### src/rtl/instr_fetch_unit_if.sv
// Instruction-memory read channel between the fetch unit and instruction memory.
//   IMemAddr  : read address (fetch unit -> memory)
//   IMemReq   : read request, level, held until ack or abort (fetch unit -> memory)
//   IMemRdata : read data, valid with IMemAck (memory -> fetch unit)
//   IMemAck   : one-cycle read acknowledge (memory -> fetch unit)
interface instr_fetch_unit_if #(
  parameter int ADDR_W = 32
);
  logic [ADDR_W-1:0] IMemAddr;
  logic              IMemReq;
  logic [31:0]       IMemRdata;
  logic              IMemAck;

  modport master (
    output IMemAddr,
    output IMemReq,
    input  IMemRdata,
    input  IMemAck
  );

  modport slave (
    input  IMemAddr,
    input  IMemReq,
    output IMemRdata,
    output IMemAck
  );
endinterface

### src/rtl/instr_fetch_unit.sv
// Instruction fetch unit: accepts a fetch request, reads instruction memory
// over a req/ack handshake with a bounded wait, latches the returned word into
// the instruction register together with its decoded immediate, and flags
// misaligned-PC and memory-timeout exceptions.
//   clk, Reset  : clock and synchronous active-high reset
//   LoadIR, PC  : fetch request and address, sampled in IDLE only
//   imem        : instruction-memory read channel (master side)
//   instruction : instruction register; rs1/rs2/rd are its register fields
//   Imm         : registered sign-extended immediate of instruction
//   IRValid     : instruction/Imm hold a completed fetch
//   Busy        : memory read outstanding
//   FetchExc    : one-cycle exception pulse; ExcCause 01 misaligned, 10 timeout
//
// state | meaning
// IDLE  | waiting for LoadIR; outputs hold
// WAIT  | read request outstanding, timeout counter running
module instr_fetch_unit #(
  parameter int ADDR_W  = 32,
  parameter int TIMEOUT = 255
) (
  input  logic              clk,
  input  logic              Reset,
  input  logic              LoadIR,
  input  logic [ADDR_W-1:0] PC,
  instr_fetch_unit_if.master imem,
  output logic [31:0]       instruction,
  output logic [31:0]       Imm,
  output logic [4:0]        rs1,
  output logic [4:0]        rs2,
  output logic [4:0]        rd,
  output logic              IRValid,
  output logic              Busy,
  output logic              FetchExc,
  output logic [1:0]        ExcCause
);

  localparam logic [31:0] NOP      = 32'h0000_0013;
  localparam logic [7:0]  TMO_LOAD = 8'(TIMEOUT - 1);

  typedef enum logic {IDLE, WAIT} state_t;
  state_t     state;
  logic [7:0] tmo_cnt;

  function automatic logic [31:0] immgen(input logic [31:0] ir);
    logic [31:0] r;
    r = '0;
    case (ir[6:0])
      7'b0000011, 7'b0010011: r = {{20{ir[31]}}, ir[31:20]};
      // jalr shares its opcode with non-standard branch encodings
      7'b1100111: begin
        if (ir[14:12] == 3'b000) r = {{20{ir[31]}}, ir[31:20]};
        else r = {{19{ir[31]}}, ir[31], ir[7], ir[30:25], ir[11:8], 1'b0};
      end
      7'b0100011: r = {{20{ir[31]}}, ir[31:25], ir[11:7]};
      7'b1100011: r = {{19{ir[31]}}, ir[31], ir[7], ir[30:25], ir[11:8], 1'b0};
      7'b0110111: r = {ir[31:12], 12'b0};
      7'b1101111: r = {{11{ir[31]}}, ir[31], ir[19:12], ir[20], ir[30:21], 1'b0};
      default:    r = '0;
    endcase
    return r;
  endfunction

  assign rs1 = instruction[19:15];
  assign rs2 = instruction[24:20];
  assign rd  = instruction[11:7];

  always_ff @(posedge clk) begin
    if (Reset) begin
      state         <= IDLE;
      imem.IMemReq  <= 1'b0;
      imem.IMemAddr <= '0;
      instruction   <= NOP;
      Imm           <= '0;
      IRValid       <= 1'b0;
      Busy          <= 1'b0;
      FetchExc      <= 1'b0;
      ExcCause      <= 2'b00;
      tmo_cnt       <= '0;
    end else begin
      FetchExc <= 1'b0;
      case (state)
        IDLE: begin
          if (LoadIR) begin
            if (PC[1:0] != 2'b00) begin
              FetchExc <= 1'b1;
              ExcCause <= 2'b01;
              IRValid  <= 1'b0;
            end else begin
              imem.IMemAddr <= PC;
              imem.IMemReq  <= 1'b1;
              IRValid       <= 1'b0;
              ExcCause      <= 2'b00;
              Busy          <= 1'b1;
              // down-counter: reaches zero on the TIMEOUT-th request cycle
              tmo_cnt       <= TMO_LOAD;
              state         <= WAIT;
            end
          end
        end
        WAIT: begin
          // ack is checked first so an ack on the terminal cycle wins
          if (imem.IMemAck) begin
            instruction  <= imem.IMemRdata;
            Imm          <= immgen(imem.IMemRdata);
            imem.IMemReq <= 1'b0;
            IRValid      <= 1'b1;
            Busy         <= 1'b0;
            state        <= IDLE;
          end else if (tmo_cnt == 8'd0) begin
            imem.IMemReq <= 1'b0;
            FetchExc     <= 1'b1;
            ExcCause     <= 2'b10;
            Busy         <= 1'b0;
            state        <= IDLE;
          end else begin
            tmo_cnt <= tmo_cnt - 8'd1;
          end
        end
        default: state <= IDLE;
      endcase
    end
  end

endmodule

### src/flat_wrapper.sv
// flat-port wrapper written by rule: the top's interface ports become plain ports
module instr_fetch_unit_flat 
#(
  parameter int ADDR_W  = 32,
  parameter int TIMEOUT = 255
)
  (clk, Reset, LoadIR, PC, instruction, Imm, rs1, rs2, rd, IRValid, Busy, FetchExc, ExcCause, imem_IMemAddr, imem_IMemReq, imem_IMemRdata, imem_IMemAck);
  instr_fetch_unit_if #(.ADDR_W(ADDR_W)) imem_i ();
  input  logic clk;
  input  logic Reset;
  input  logic LoadIR;
  input  logic [ADDR_W-1:0] PC;
  output logic [31:0] instruction;
  output logic [31:0] Imm;
  output logic [4:0] rs1;
  output logic [4:0] rs2;
  output logic [4:0] rd;
  output logic IRValid;
  output logic Busy;
  output logic FetchExc;
  output logic [1:0] ExcCause;
  output wire logic [$bits(imem_i.IMemAddr)-1:0] imem_IMemAddr;
  output wire logic [$bits(imem_i.IMemReq)-1:0] imem_IMemReq;
  input wire logic [$bits(imem_i.IMemRdata)-1:0] imem_IMemRdata;
  input wire logic [$bits(imem_i.IMemAck)-1:0] imem_IMemAck;
  assign imem_IMemAddr = imem_i.IMemAddr;
  assign imem_IMemReq = imem_i.IMemReq;
  assign imem_i.IMemRdata = imem_IMemRdata;
  assign imem_i.IMemAck = imem_IMemAck;
  instr_fetch_unit #(.ADDR_W(ADDR_W), .TIMEOUT(TIMEOUT)) u_core (.clk(clk), .Reset(Reset), .LoadIR(LoadIR), .PC(PC), .imem(imem_i), .instruction(instruction), .Imm(Imm), .rs1(rs1), .rs2(rs2), .rd(rd), .IRValid(IRValid), .Busy(Busy), .FetchExc(FetchExc), .ExcCause(ExcCause));
endmodule
### config.mk
export PLATFORM = sky130hd
export DESIGN_NAME = instr_fetch_unit_flat
export DESIGN_NICKNAME = d
export VERILOG_FILES = /design/src/rtl/instr_fetch_unit_if.sv /design/src/rtl/instr_fetch_unit.sv /design/src/flat_wrapper.sv
export SDC_FILE = /design/constraint.sdc
export NUM_CORES = 1
export LEC_CHECK = 0
export BUFFER_PORTS_ARGS = -buffer_cell sky130_fd_sc_hd__buf_2
export CAP_MARGIN = 15
export CORE_ASPECT_RATIO = 0.5
export CORE_MARGIN = 3
export CORE_UTILIZATION = 35
export DETAILED_ROUTE_END_ITERATION = 10
export PLACE_DENSITY = 0.73
export SLEW_MARGIN = 10
export SYNTH_ARGS = -nofsm -noshare
export SYNTH_HDL_FRONTEND = slang
export SYNTH_SLANG_ARGS = --single-unit
### constraint.sdc
create_clock -name clk -period 1.8 [get_ports clk]
set_clock_uncertainty 0.15 [all_clocks]
set_input_delay 0.09 -clock clk [delete_from_list [all_inputs] [get_ports clk]]
set_output_delay 0.09 -clock clk [all_outputs]
set_load 0.1 [all_outputs]
### After elaboration in Yosys (flattened, before gate mapping)

Index checks and enable logic that the tools add are counted.
W data, S select, Z words.

| word-level totals | value |
|---|---|
| bits in read-only memories | 0 |
| RAM bits | 0 |
| word-level logic and storage cells | 66 |
| latch bits | 0 |
| memories | 0 |
| register bits after elaboration | 110 |
| output and inout bits | 117 |

| cells by class | value |
|---|---|
| bitwise gates (word level) | 2 |
| order comparisons | 0 |
| divide/modulo/power cells | 0 |
| equal/unequal tests | 14 |
| multipliers | 0 |
| reduce and logical (&&, ||, !) cells | 10 |
| shifts and indexed selects | 0 |
| muxes and demuxes | 30 |
| $add $sub $neg | 1 |

Operators by type and width:

| operator | number |
|---|---|
| $pmux W32 S6 | 1 |
| $mux W8 | 4 |
| $eq A7 B7 Y1 const B | 3 |
| $pmux W8 S2 | 1 |
| $mux W1 | 15 |
| $eq A7 B6 Y1 const B | 2 |
| $mux W12 | 1 |
| $ne A2 B2 Y1 const B | 6 |
| $reduce_and A3 Y1 | 3 |
| $logic_not A8 Y1 | 1 |
| $pmux W1 S2 | 4 |
| $sub A8 B1 Y8 const B | 1 |
| $eq A7 B2 Y1 const B | 1 |
| $eq A7 B5 Y1 const B | 1 |
| $mux W2 | 3 |
| $pmux W2 S2 | 1 |
| $reduce_and A2 Y1 | 2 |
| $reduce_and A4 Y1 | 1 |
| $logic_not A3 Y1 | 1 |
| $ne A3 B3 Y1 const B | 1 |
| $not A1 Y1 | 2 |
| $reduce_bool A2 Y1 | 1 |
| $reduce_or A2 Y1 | 1 |

### Logic depth before layout (Yosys ltp)

Gate-level depths: netlist of the first run.

| depth | value |
|---|---|
| depth after elaboration | 4 |
| mapped depth | 7 |

### Worst setup path before layout of the first run

Ideal clock, no wire load.

| timing | value |
|---|---|
| kind | register -> register |
| start point | register u_core.tmo_cnt[0] |
| end point | register u_core.tmo_cnt[7] |
| library setup time | 74 ps |
| required time | 1576 ps |
| setup slack | 14 ps |
| cell stages (with the launch flop) | 8 |
| buffers on the path | 0 |
| data arrival time | 1562 ps |
| clock period less this slack | 1786 ps |
| cells stage by stage | dfxtp_1 inv_1 ha_1 nor4b_2 nor3_2 nand2_1 or4_1 a31oi_1 |

| between the ends | value |
|---|---|
| longest elaborated chain between the ends | 4 |

Ends and longest elaborated chain:

| item | RTL line | source |
|---|---|---|
| start: declaration | instr_fetch_unit.sv:42 | `logic [7:0] tmo_cnt;` |
| start signal: assignment | instr_fetch_unit.sv:116 | `tmo_cnt <= tmo_cnt - 8'd1;` |
| $sub A8 B1 Y8 | instr_fetch_unit.sv:116 |  |
| $mux W8 | instr_fetch_unit.sv:109 | `end else if (tmo_cnt == 8'd0) begin` |
| $mux W8 | instr_fetch_unit.sv:102 | `if (imem.IMemAck) begin` |
| $pmux W8 S2 | instr_fetch_unit.sv:81 | `case (state)` |

Parallel ways exist; a longest one is shown, timed or not. The select of a mux whose other input is x is not followed.
A chain may end at the register's enable or synchronous reset.

### Final worst setup path of the first run

Ends and elaborated chain as after synthesis.

==> results of run 1 <==
==> Yosys cell counts, types with 3 or more instances <==
master    number
buf_4         16
o21ai_2       10
a22oi_1       10
nor3_1         4
a31oi_1        3
o21ai_0        8
nand3_1        3
a21oi_1       92
clkbuf_1      26
o21ai_1       10
nor2_1        16
buf_6          3
nand2b_1       5
nand2_1      160
nand4_1        4
dfxtp_1      110
inv_1          3
nand3b_1       6
xor2_1         4
==> repair_timing <==
| item | 4_1_cts | 5_1_grt |
|---|---|---|
| resized for setup | 1 | 6 |
| setup endpoints to repair | 5 | 5 |
| hold buffers | 65 | 0 |
| pin swaps | 1 | 2 |
| hold endpoints to repair | 94 | 0 |
==> cells by family (layout without fill, tap and decap cells) <==
| family | Yosys count | count (layout) | share of synthesized area |
|---|---|---|---|
| AOI/OAI and AO/OA | 143 | 143 | 0.189 |
| muxes | 1 | 1 | 0.00232 |
| adders and majority gates | 2 | 2 | 0.00580 |
| xor gates and xnor gates | 4 | 4 | 0.00812 |
| and+or+nand+nor | 214 | 214 | 0.218 |
| buffers and inverters | 53 | 296 | 0.0659 |
| other | 0 | 1 | 0 |
| DFF | 110 | 110 | 0.511 |
==> through the flow <==
step                total power, mW  hold WS, ns  utilization  instance area (um^2)  std cells
CTS                            5.38       0.0192        0.554                  6360        929
global route                   5.56       0.0728        0.556                  6380        929
floorplan                      3.09       0.0642            -                  4310        527
global placement               3.30        0.180        0.472                  5420        849
detailed placement             3.31        0.186        0.472                  5420        849
finish                         5.34       0.0611        0.556                  6380        930
==> tightest hold or removal path, cell delays in order <==
cell	delay, ns
buf_2	0.13
nand4_1	0.09
o22a_1	0.15
o21ai_2	0.05
==> power by group through the flow <==
stage          Sequential [mW]  Combinational [mW]  Clock [mW]
4_1_cts                   2.51               0.855        2.02
6_report                  2.52               0.865        1.96
3_3_place_gp              2.57               0.735           0
2_1_floorplan             2.85               0.241           0
5_1_grt                   2.52               0.916        2.12
3_5_place_dp              2.57               0.743           0
==> flip-flops by register name (all words and copies together) (netlist names) <==
signal	cells
u_core.Imm	32
u_core.imem.IMemAddr	32
u_core.instruction	32
u_core.tmo_cnt	8
u_core.ExcCause	2
u_core.Busy	1
u_core.FetchExc	1
u_core.IRValid	1
u_core.state	1
==> worst paths after layout <==
check	end	cells past startpoint	slack, ns	startpoint
hold / removal	u_core.Imm[11]$_SDFFE_PP0P_	4	0.06	imem_IMemRdata[0]
setup reg to reg	u_core.tmo_cnt[7]$_SDFFE_PP0P_	7	0.09	u_core.tmo_cnt[0]$_SDFFE_PP0P_
setup / recovery	u_core.tmo_cnt[7]$_SDFFE_PP0P_	7	0.09	u_core.tmo_cnt[0]$_SDFFE_PP0P_
hold reg to reg	u_core.Imm[1]$_SDFFE_PP0P_	2	0.30	u_core.Imm[1]$_SDFFE_PP0P_
==> area by class of cell <==
class | count | area share
Multi-Input combinational cell | 364 | 0.291
Antenna cell | 1 | 0.000392
Inverter | 4 | 0.00235
Timing Repair Buffer | 277 | 0.285
Clock inverter | 5 | 0.00921
Tap cell | 159 | 0.0312
Sequential cell | 110 | 0.345
Clock buffer | 10 | 0.0359
==> per-layer routing <==
metal  vias up  GRT usage  part of all wire
met4         0     0.0652             0.026
met1      2076      0.227              0.42
met5         -          0                 0
met3        28     0.0419             0.045
met2       125      0.350              0.51
li1       2239          -                 -
==> run metrics, run 1 <==
count of cell types in the netlist=44; Syn-to-layout area delta=48.0%; worst-margin pin slew=0.725 ns; slowest stage delay, CP=0.40 ns; root buf cell=clkbuf_16; switching share of power=0.281; status=completed; crit path cell chain=inv_1 > ha_2 > nor4b_4 > nor3_2 > nand2_1 > or4_1 > a31oi_1; yosys warns=0; #FFs+latches synth=110; via count of the routed design=4,468; Worst path slowest cell=or4_1; Placement Setup Slack=-0.0293 ns; post-route DRC violation count=0; cell area power density=836 mW/mm^2; WP data required=1.92 ns; vias in the first global route=4,482; vias per cell=4.80; most common cell after layout, fill and taps aside=buf_2; commonest non-fill, non-tap cells in the layout=184 x buf_2, 160 x nand2_1, 108 x dfxtp_1; Slew HR=0.515; ys flop type=dfxtp_1; Worst Hold Class=input pin to flop; Initial Utilization=0.375; drt first pass iters=4; post-synthesis async set-or-reset flop share=0; TNS Setup=0 ns; syn_area_per_cell=8.18 um^2; min cycle time layout=1.71 ns; layout cells sized above 1=0.326; Net Sw Power=1.50 mW; VDD IR max=0.425 mV; Cell Area, Synth=0.00431 mm^2; Num CTS Buffers=9; Gate power share=0.162; die height=84.5 um; Final WS setup=0.0880 ns; multi-input logic area=0.00186 mm^2; total I/O pin count=185; Pins Over Slew Limit=0; Leak=2.78 nW; largest area contributor in the netlist=dfxtp_1; Final period util=0.951; clk_lat worst skew=0.34 ns; Bufs and invs on worst path=1; Die Wd=163 um; drt total wl=13,400 um; Final Hold Fails=0; Worst path top cell family by delay=simple AND/OR/NAND/NOR gates; startpoint types=flop; CTS tree=built; Synth top area share=0.511; cell count after synthesis=527; row cnt=27; Layout Nets=836; max-cap violations=0; post-DP HPWL=9150 um; Worst Setup Path Type=flop to flop; internal power=3.84 mW; GRT Overall Usage=0.193; number of synthesized flops with an enable pin=0; total grt overflow=0; Sequential Area=0.00220 mm^2; buffers added on ports=184; initial drt markers=306; CP max FO=3; residual antenna-violating net count after detailed routing=0; f_max=584 MHz; RSZ-0062 raised after global routing=true; top area cells in the synthesized netlist=dfxtp_1 51%, nand2_1 14%, a21oi_1 11%; RD Place Congestion=0.822; total clock sinks=110; CP arrival=1.83 ns; clk slew on worst S/H paths=0.07 ns; count of final setup violators=0; CP Capture Type=flop; register area share after synthesis=0.511; CTS Buffer Depth=2; # Post-CTS Setup Buffers=0; Syn Nets=597; Routed wire per std cell=14.4 um; Max H-tree Level=3; layout filler cell count=1,046; Core Region=0.0115 mm^2; Seq pwr share=0.471; largest net degree at the start of global routing=60; clock power share=0.367; initial antenna violation count=0; global-route wire length before repair=21,800 um; DIE AREA=0.0138 mm^2
Note: power is estimated with default switching activity, not from simulation.
==> inputs of run 2 (changes only) <==
--- a/config.mk
+++ b/config.mk
@@ -5,13 +5,14 @@
 export SDC_FILE = /design/constraint.sdc
 export NUM_CORES = 1
 export LEC_CHECK = 0
-export BUFFER_PORTS_ARGS = -buffer_cell sky130_fd_sc_hd__buf_2
+export BUFFER_PORTS_ARGS = -buffer_cell sky130_fd_sc_hd__buf_4
 export CAP_MARGIN = 15
 export CORE_ASPECT_RATIO = 0.5
 export CORE_MARGIN = 3
 export CORE_UTILIZATION = 35
 export DETAILED_ROUTE_END_ITERATION = 10
 export PLACE_DENSITY = 0.73
+export REMOVE_ABC_BUFFERS = 1
 export SLEW_MARGIN = 10
 export SYNTH_ARGS = -nofsm -noshare
 export SYNTH_HDL_FRONTEND = slang
==> run metrics, run 2 (synthesis gave the netlist of run 1 again) <==
CP arrival=1.83 ns (about the same); RSZ-0062 raised after global routing=true (unchanged); CP Capture Type=flop (unchanged); fin util=0.594 (was 0.556); Final Hold Fails=0 (unchanged); hold path depth=4 (unchanged); diode count=0 (was 1); GRT Overall Usage=0.186 (was 0.193); die height=84.5 um (unchanged); startpoint types=flop (unchanged); CP max FO=4 (was 3); row cnt=27 (unchanged); Slew HR=0.494 (was 0.515); slowest stage delay, CP=0.40 ns (about the same); RD Place Congestion=0.816 (was 0.822); via count of the routed design=4,410 (was 4,468); total grt overflow=0 (unchanged); Placement Setup Slack=-0.0478 ns (was -0.0293 ns); initial antenna violation count=0 (unchanged); Worst Setup Path Type=flop to flop (unchanged); Final WS setup=0.0758 ns (was 0.0880 ns); Routed wire per std cell=13.9 um (was 14.4 um); CTS Buffer Depth=2 (unchanged); vias per cell=4.76 (was 4.80); layout cells sized above 1=0.327 (was 0.326); post-DP HPWL=8790 um (was 9150 um); Worst path slowest cell=or4_1 (unchanged); Die Wd=163 um (unchanged); Initial Utilization=0.375 (unchanged); WP data required=1.91 ns (was 1.92 ns); vias in the first global route=4,310 (was 4,482); CTS tree=built (unchanged); residual antenna-violating net count after detailed routing=0 (unchanged); most common cell after layout, fill and taps aside=buf_4 (was buf_2); DIE AREA=0.0138 mm^2 (unchanged); buffers added on ports=184 (unchanged); post-route DRC violation count=0 (unchanged); global-route wire length before repair=21,200 um (was 21,800 um); PnR Total Power=5.39 mW (was 5.34 mW); total I/O pin count=185 (unchanged); layout filler cell count=1,050 (was 1,046); critical path depth=5 (was 7); Max H-tree Level=3 (unchanged); max-cap violations=0 (unchanged); root buf cell=clkbuf_16 (unchanged); Worst Hold Class=input pin to flop (unchanged); drt first pass iters=4 (unchanged); top flop regs=u_core.Imm (32), u_core.imem.IMemAddr (32), u_core.instruction (32) (unchanged); VDD IR max=0.477 mV (was 0.425 mV); Num CTS Buffers=9 (unchanged); drt total wl=12,900 um (was 13,400 um); initial drt markers=283 (was 306); Syn-to-layout area delta=58.2% (was 48.0%); clk slew on worst S/H paths=0.07 ns (about the same); Worst Reg2Reg Path Length in Cells=5 (was 7); Leak=2.84 nW (was 2.78 nW); cell area power density=789 mW/mm^2 (was 836 mW/mm^2); largest net degree at the start of global routing=39 (was 60); clk_lat worst skew=0.33 ns (was 0.34 ns); status=completed (unchanged); commonest non-fill, non-tap cells in the layout=208 x buf_4, 160 x nand2_1, 107 x dfxtp_1 (was 184 x buf_2, 160 x nand2_1, 108 x dfxtp_1); total clock sinks=110 (unchanged); min cycle time layout=1.72 ns (was 1.71 ns); Core Region=0.0115 mm^2 (unchanged); Layout Nets=834 (was 836); Bufs and invs on worst path=0 (was 1); crit path cell chain=or3_4 > nor3_4 > nand2_1 > or4_1 > a31oi_1 (was inv_1 > ha_2 > nor4b_4 > nor3_2 > nand2_1 > or4_1 > a31oi_1); f_max=580 MHz (was 584 MHz); worst-margin pin slew=0.756 ns (was 0.725 ns); Worst path top cell family by delay=simple AND/OR/NAND/NOR gates (unchanged); Final period util=0.958 (was 0.951); count of final setup violators=0 (unchanged); Pins Over Slew Limit=0 (unchanged)
==> run 2: changes by cell type in the layout (fill, tap and decap cells not counted), moves of 2 or more <==
cell and delta:
buf_4 +183, clkinv_2 +2, buf_2 -184, clkinvlp_4 -2
==> run 2: area by class of cell <==
class	count	area [um^2]	area share
sequential	110	2210	0.323
tap	159	199	0.0292
clock inverter	6	62.6	0.00917
clock buffer	9	225	0.0330
inverter	4	15.0	0.00220
multi-input combinational	364	1860	0.273
timing repair buffer	275	2250	0.330
==> run 2: repair_timing <==
item / in CTS / in global routing
setup buffers: 1 / 0
setup endpoints to repair: 4 / 6
hold endpoints to repair: 94 / 0
pin swaps: 1 / 3
hold buffers: 65 / 0
cloned: 0 / 0
resized for setup: 1 / 8
==> run 2: report_power, final <==
| part | internal, mW | switching [mW] | total (mW) |
|---|---|---|---|
| Combinational | 0.341 | 0.580 | 0.921 |
| Sequential | 2.48 | 0.0353 | 2.52 |
| Clock | 1.07 | 0.875 | 1.95 |
==> run 2: stage by stage <==
stage          instances  hold slack [ns]  TNS, ns  instance area, um^2
2_1_floorplan        478          0.00907   -21.56                 4040
3_3_place_gp         846            0.186        0                 5850
3_5_place_dp         846            0.198  -0.0998                 5850
4_1_cts              927           0.0152        0                 6800
5_1_grt              927           0.0353  -0.0192                 6820
6_report             927           0.0247        0                 6820
==> run 2: routing by layer <==
layer / routed length [um] / GRT usage
met1: 5480 / 0.223
met2: 6370 / 0.331
met3: 791 / 0.0503
met4: 269 / 0.0514
met5: 0 / 0
==> run 2: worst paths after layout <==
| path | startpoint | end | slack (ns) |
|---|---|---|---|
| min | imem_IMemRdata[0] | u_core.Imm[11]$_SDFFE_PP0P_ | 0.02 |
| min reg2reg | u_core.Imm[25]$_SDFFE_PP0P_ | u_core.Imm[25]$_SDFFE_PP0P_ | 0.30 |
| max reg2reg | u_core.tmo_cnt[3]$_SDFFE_PP0P_ | u_core.tmo_cnt[7]$_SDFFE_PP0P_ | 0.08 |
| max | u_core.tmo_cnt[3]$_SDFFE_PP0P_ | u_core.tmo_cnt[7]$_SDFFE_PP0P_ | 0.08 |
==> run 2: tightest hold or removal path, cell delays in order <==
cell and delay, ns:
buf_4 0.13, nand4_1 0.07, o22a_1 0.13, o21ai_2 0.05
==> inputs of run 3 (changes only) <==
--- a/config.mk
+++ b/config.mk
@@ -7,8 +7,6 @@
 export LEC_CHECK = 0
 export BUFFER_PORTS_ARGS = -buffer_cell sky130_fd_sc_hd__buf_4
 export CAP_MARGIN = 15
-export CORE_ASPECT_RATIO = 0.5
-export CORE_MARGIN = 3
 export CORE_UTILIZATION = 35
 export DETAILED_ROUTE_END_ITERATION = 10
 export PLACE_DENSITY = 0.73
==> run metrics, run 3 (synthesis gave the netlist of run 1 again) <==
clk_lat worst skew=0.36 ns (was 0.33 ns); min cycle time layout=1.77 ns (was 1.72 ns); commonest non-fill, non-tap cells in the layout=201 x buf_4, 159 x nand2_1, 107 x dfxtp_1 (was 208 x buf_4, 160 x nand2_1, 107 x dfxtp_1); largest net degree at the start of global routing=54 (was 39); CP max FO=3 (was 4); post-DP HPWL=9000 um (was 8790 um); Hold Slack=0.0226 ns (was 0.0247 ns); diode count=0 (unchanged); Net Sw Power=1.53 mW (was 1.49 mW); RSZ-0062 raised after global routing=true (unchanged); initial drt markers=351 (was 283); WP data required=1.87 ns (was 1.91 ns); row cnt=40 (was 27); initial antenna violation count=0 (unchanged); total clock sinks=110 (unchanged); vias per cell=5.11 (was 4.76); Placement Setup Slack=-0.181 ns (was -0.0478 ns); Num CTS Buffers=9 (unchanged); layout filler cell count=1,043 (was 1,050); PnR Total Power=5.51 mW (was 5.39 mW); die height=113 um (was 84.5 um); GRT Overall Usage=0.214 (was 0.186); VDD IR max=0.418 mV (was 0.477 mV); Pins Over Slew Limit=0 (unchanged); CP Capture Type=flop (unchanged); internal power=3.98 mW (was 3.90 mW); startpoint types=flop (unchanged); Leak=2.83 nW (was 2.84 nW); drt first pass iters=4 (unchanged); Syn-to-layout area delta=58.5% (was 58.2%); Slew HR=0.476 (was 0.494); Placed Area=0.00581 mm^2 (was 0.00585 mm^2); Max H-tree Level=3 (unchanged); clk slew on worst S/H paths=0.07 ns (about the same); vias in the first global route=4,338 (was 4,310); status=completed (unchanged); cell area power density=806 mW/mm^2 (was 789 mW/mm^2); Worst Setup Path Type=flop to flop (unchanged); worst-margin pin slew=0.783 ns (was 0.756 ns); Cell Count, Final, Fillers Out=911 (was 927); Initial Utilization=0.359 (was 0.375); drt total wl=13,800 um (was 12,900 um); global-route wire length before repair=21,400 um (was 21,200 um); Final Hold Fails=0 (unchanged); RD Place Congestion=0.869 (was 0.816); CTS Buffer Depth=2 (unchanged); buffers added on ports=184 (unchanged); Final WS setup=0.0297 ns (was 0.0758 ns); Seq pwr share=0.458 (was 0.468); f_max=565 MHz (was 580 MHz); total grt overflow=0 (unchanged); via count of the routed design=4,654 (was 4,410); Die Wd=113 um (was 163 um); post-route DRC violation count=0 (unchanged); most common cell after layout, fill and taps aside=buf_4 (unchanged); switching share of power=0.277 (about the same); placed insts=828 (was 846); Final period util=0.984 (was 0.958); Routed wire per std cell=15.1 um (was 13.9 um); max-cap violations=0 (unchanged); count of final setup violators=0 (unchanged); Core Region=0.0120 mm^2 (was 0.0115 mm^2); CP arrival=1.84 ns (was 1.83 ns); Gate power share=0.170 (was 0.171); DIE AREA=0.0128 mm^2 (was 0.0138 mm^2); post-route cell area=0.00684 mm^2 (was 0.00682 mm^2); root buf cell=clkbuf_16 (unchanged); total I/O pin count=185 (unchanged); clock power share=0.372 (was 0.362); top flop regs=u_core.Imm (32), u_core.imem.IMemAddr (32), u_core.instruction (32) (unchanged); CTS tree=built (unchanged); Worst Hold Class=input pin to flop (unchanged); residual antenna-violating net count after detailed routing=0 (unchanged); Layout Nets=829 (was 834); layout cells sized above 1=0.325 (was 0.327)
run 3: changes by cell type in the layout (fill, tap and decap cells not counted), moves of 2 or more:
cell | before | now
buf_4 | 208 | 201
clkbuf_1 | 0 | 2
clkbuf_8 | 0 | 2
buf_12 | 2 | 4
clkinv_2 | 3 | 1
run 3: per-stage QoR:
step / utilization / TNS (ns)
5_1_grt: 0.569 / -0.103
2_1_floorplan: - / -21.56
3_3_place_gp: 0.484 / 0
3_5_place_dp: 0.484 / -0.748
6_report: 0.569 / 0
4_1_cts: 0.565 / 0
run 3: worst paths after layout:
kind / startpoint / to / slack (ns) / cells after the start
max: u_core.tmo_cnt[1]$_SDFFE_PP0P_ / u_core.tmo_cnt[6]$_SDFFE_PP0P_ / 0.03 / 8
min: LoadIR / u_core.ExcCause[1]$_SDFFE_PP0P_ / 0.02 / 4
max reg2reg: u_core.tmo_cnt[1]$_SDFFE_PP0P_ / u_core.tmo_cnt[6]$_SDFFE_PP0P_ / 0.03 / 8
min reg2reg: u_core.Imm[29]$_SDFFE_PP0P_ / u_core.Imm[29]$_SDFFE_PP0P_ / 0.30 / 2
run 3: cell type report:
type,count,area [um^2],area share
inverter,4,15.0,0.00220
multi-input combinational,364,1890,0.276
clock inverter,3,42.5,0.00622
clock buffer,13,260,0.0381
tap,147,184,0.0269
timing repair buffer,270,2240,0.328
sequential,110,2210,0.323
run 3: power groups by stage:
stage                     clock network (mW)  logic (mW)  registers, mW
after floorplan                            0       0.147           2.89
after global placement                     0       0.780           2.57
after detailed placement                   0       0.792           2.57
after CTS                               2.09       0.915           2.52
after global routing                    2.19       0.985           2.53
final                                   2.05       0.939           2.52
run 3: layer usage:
layer  track usage  vias up  wire (um)
li1              -     2225          -
met1         0.245     2179       5630
met2         0.373      222       6750
met3        0.0648       28       1100
met4        0.0825        0        309
met5             0        -          0
run 3: worst max-delay path: stages, from the launching register on:
cell and delay, ns:
dfxtp_2 0.34, inv_2 0.08, ha_4 0.12, nor4b_4 0.37
nor3_4 0.10, buf_4 0.15, nand3b_1 0.10, xor2_1 0.16
a21oi_1 0.08
run 3: repair_timing:
item	CTS	global route
setup endpoints to repair	6	11
hold endpoints to repair	97	0
setup buffers	0	3
hold buffers	65	0
resized for setup	5	9
pin swaps	1	7
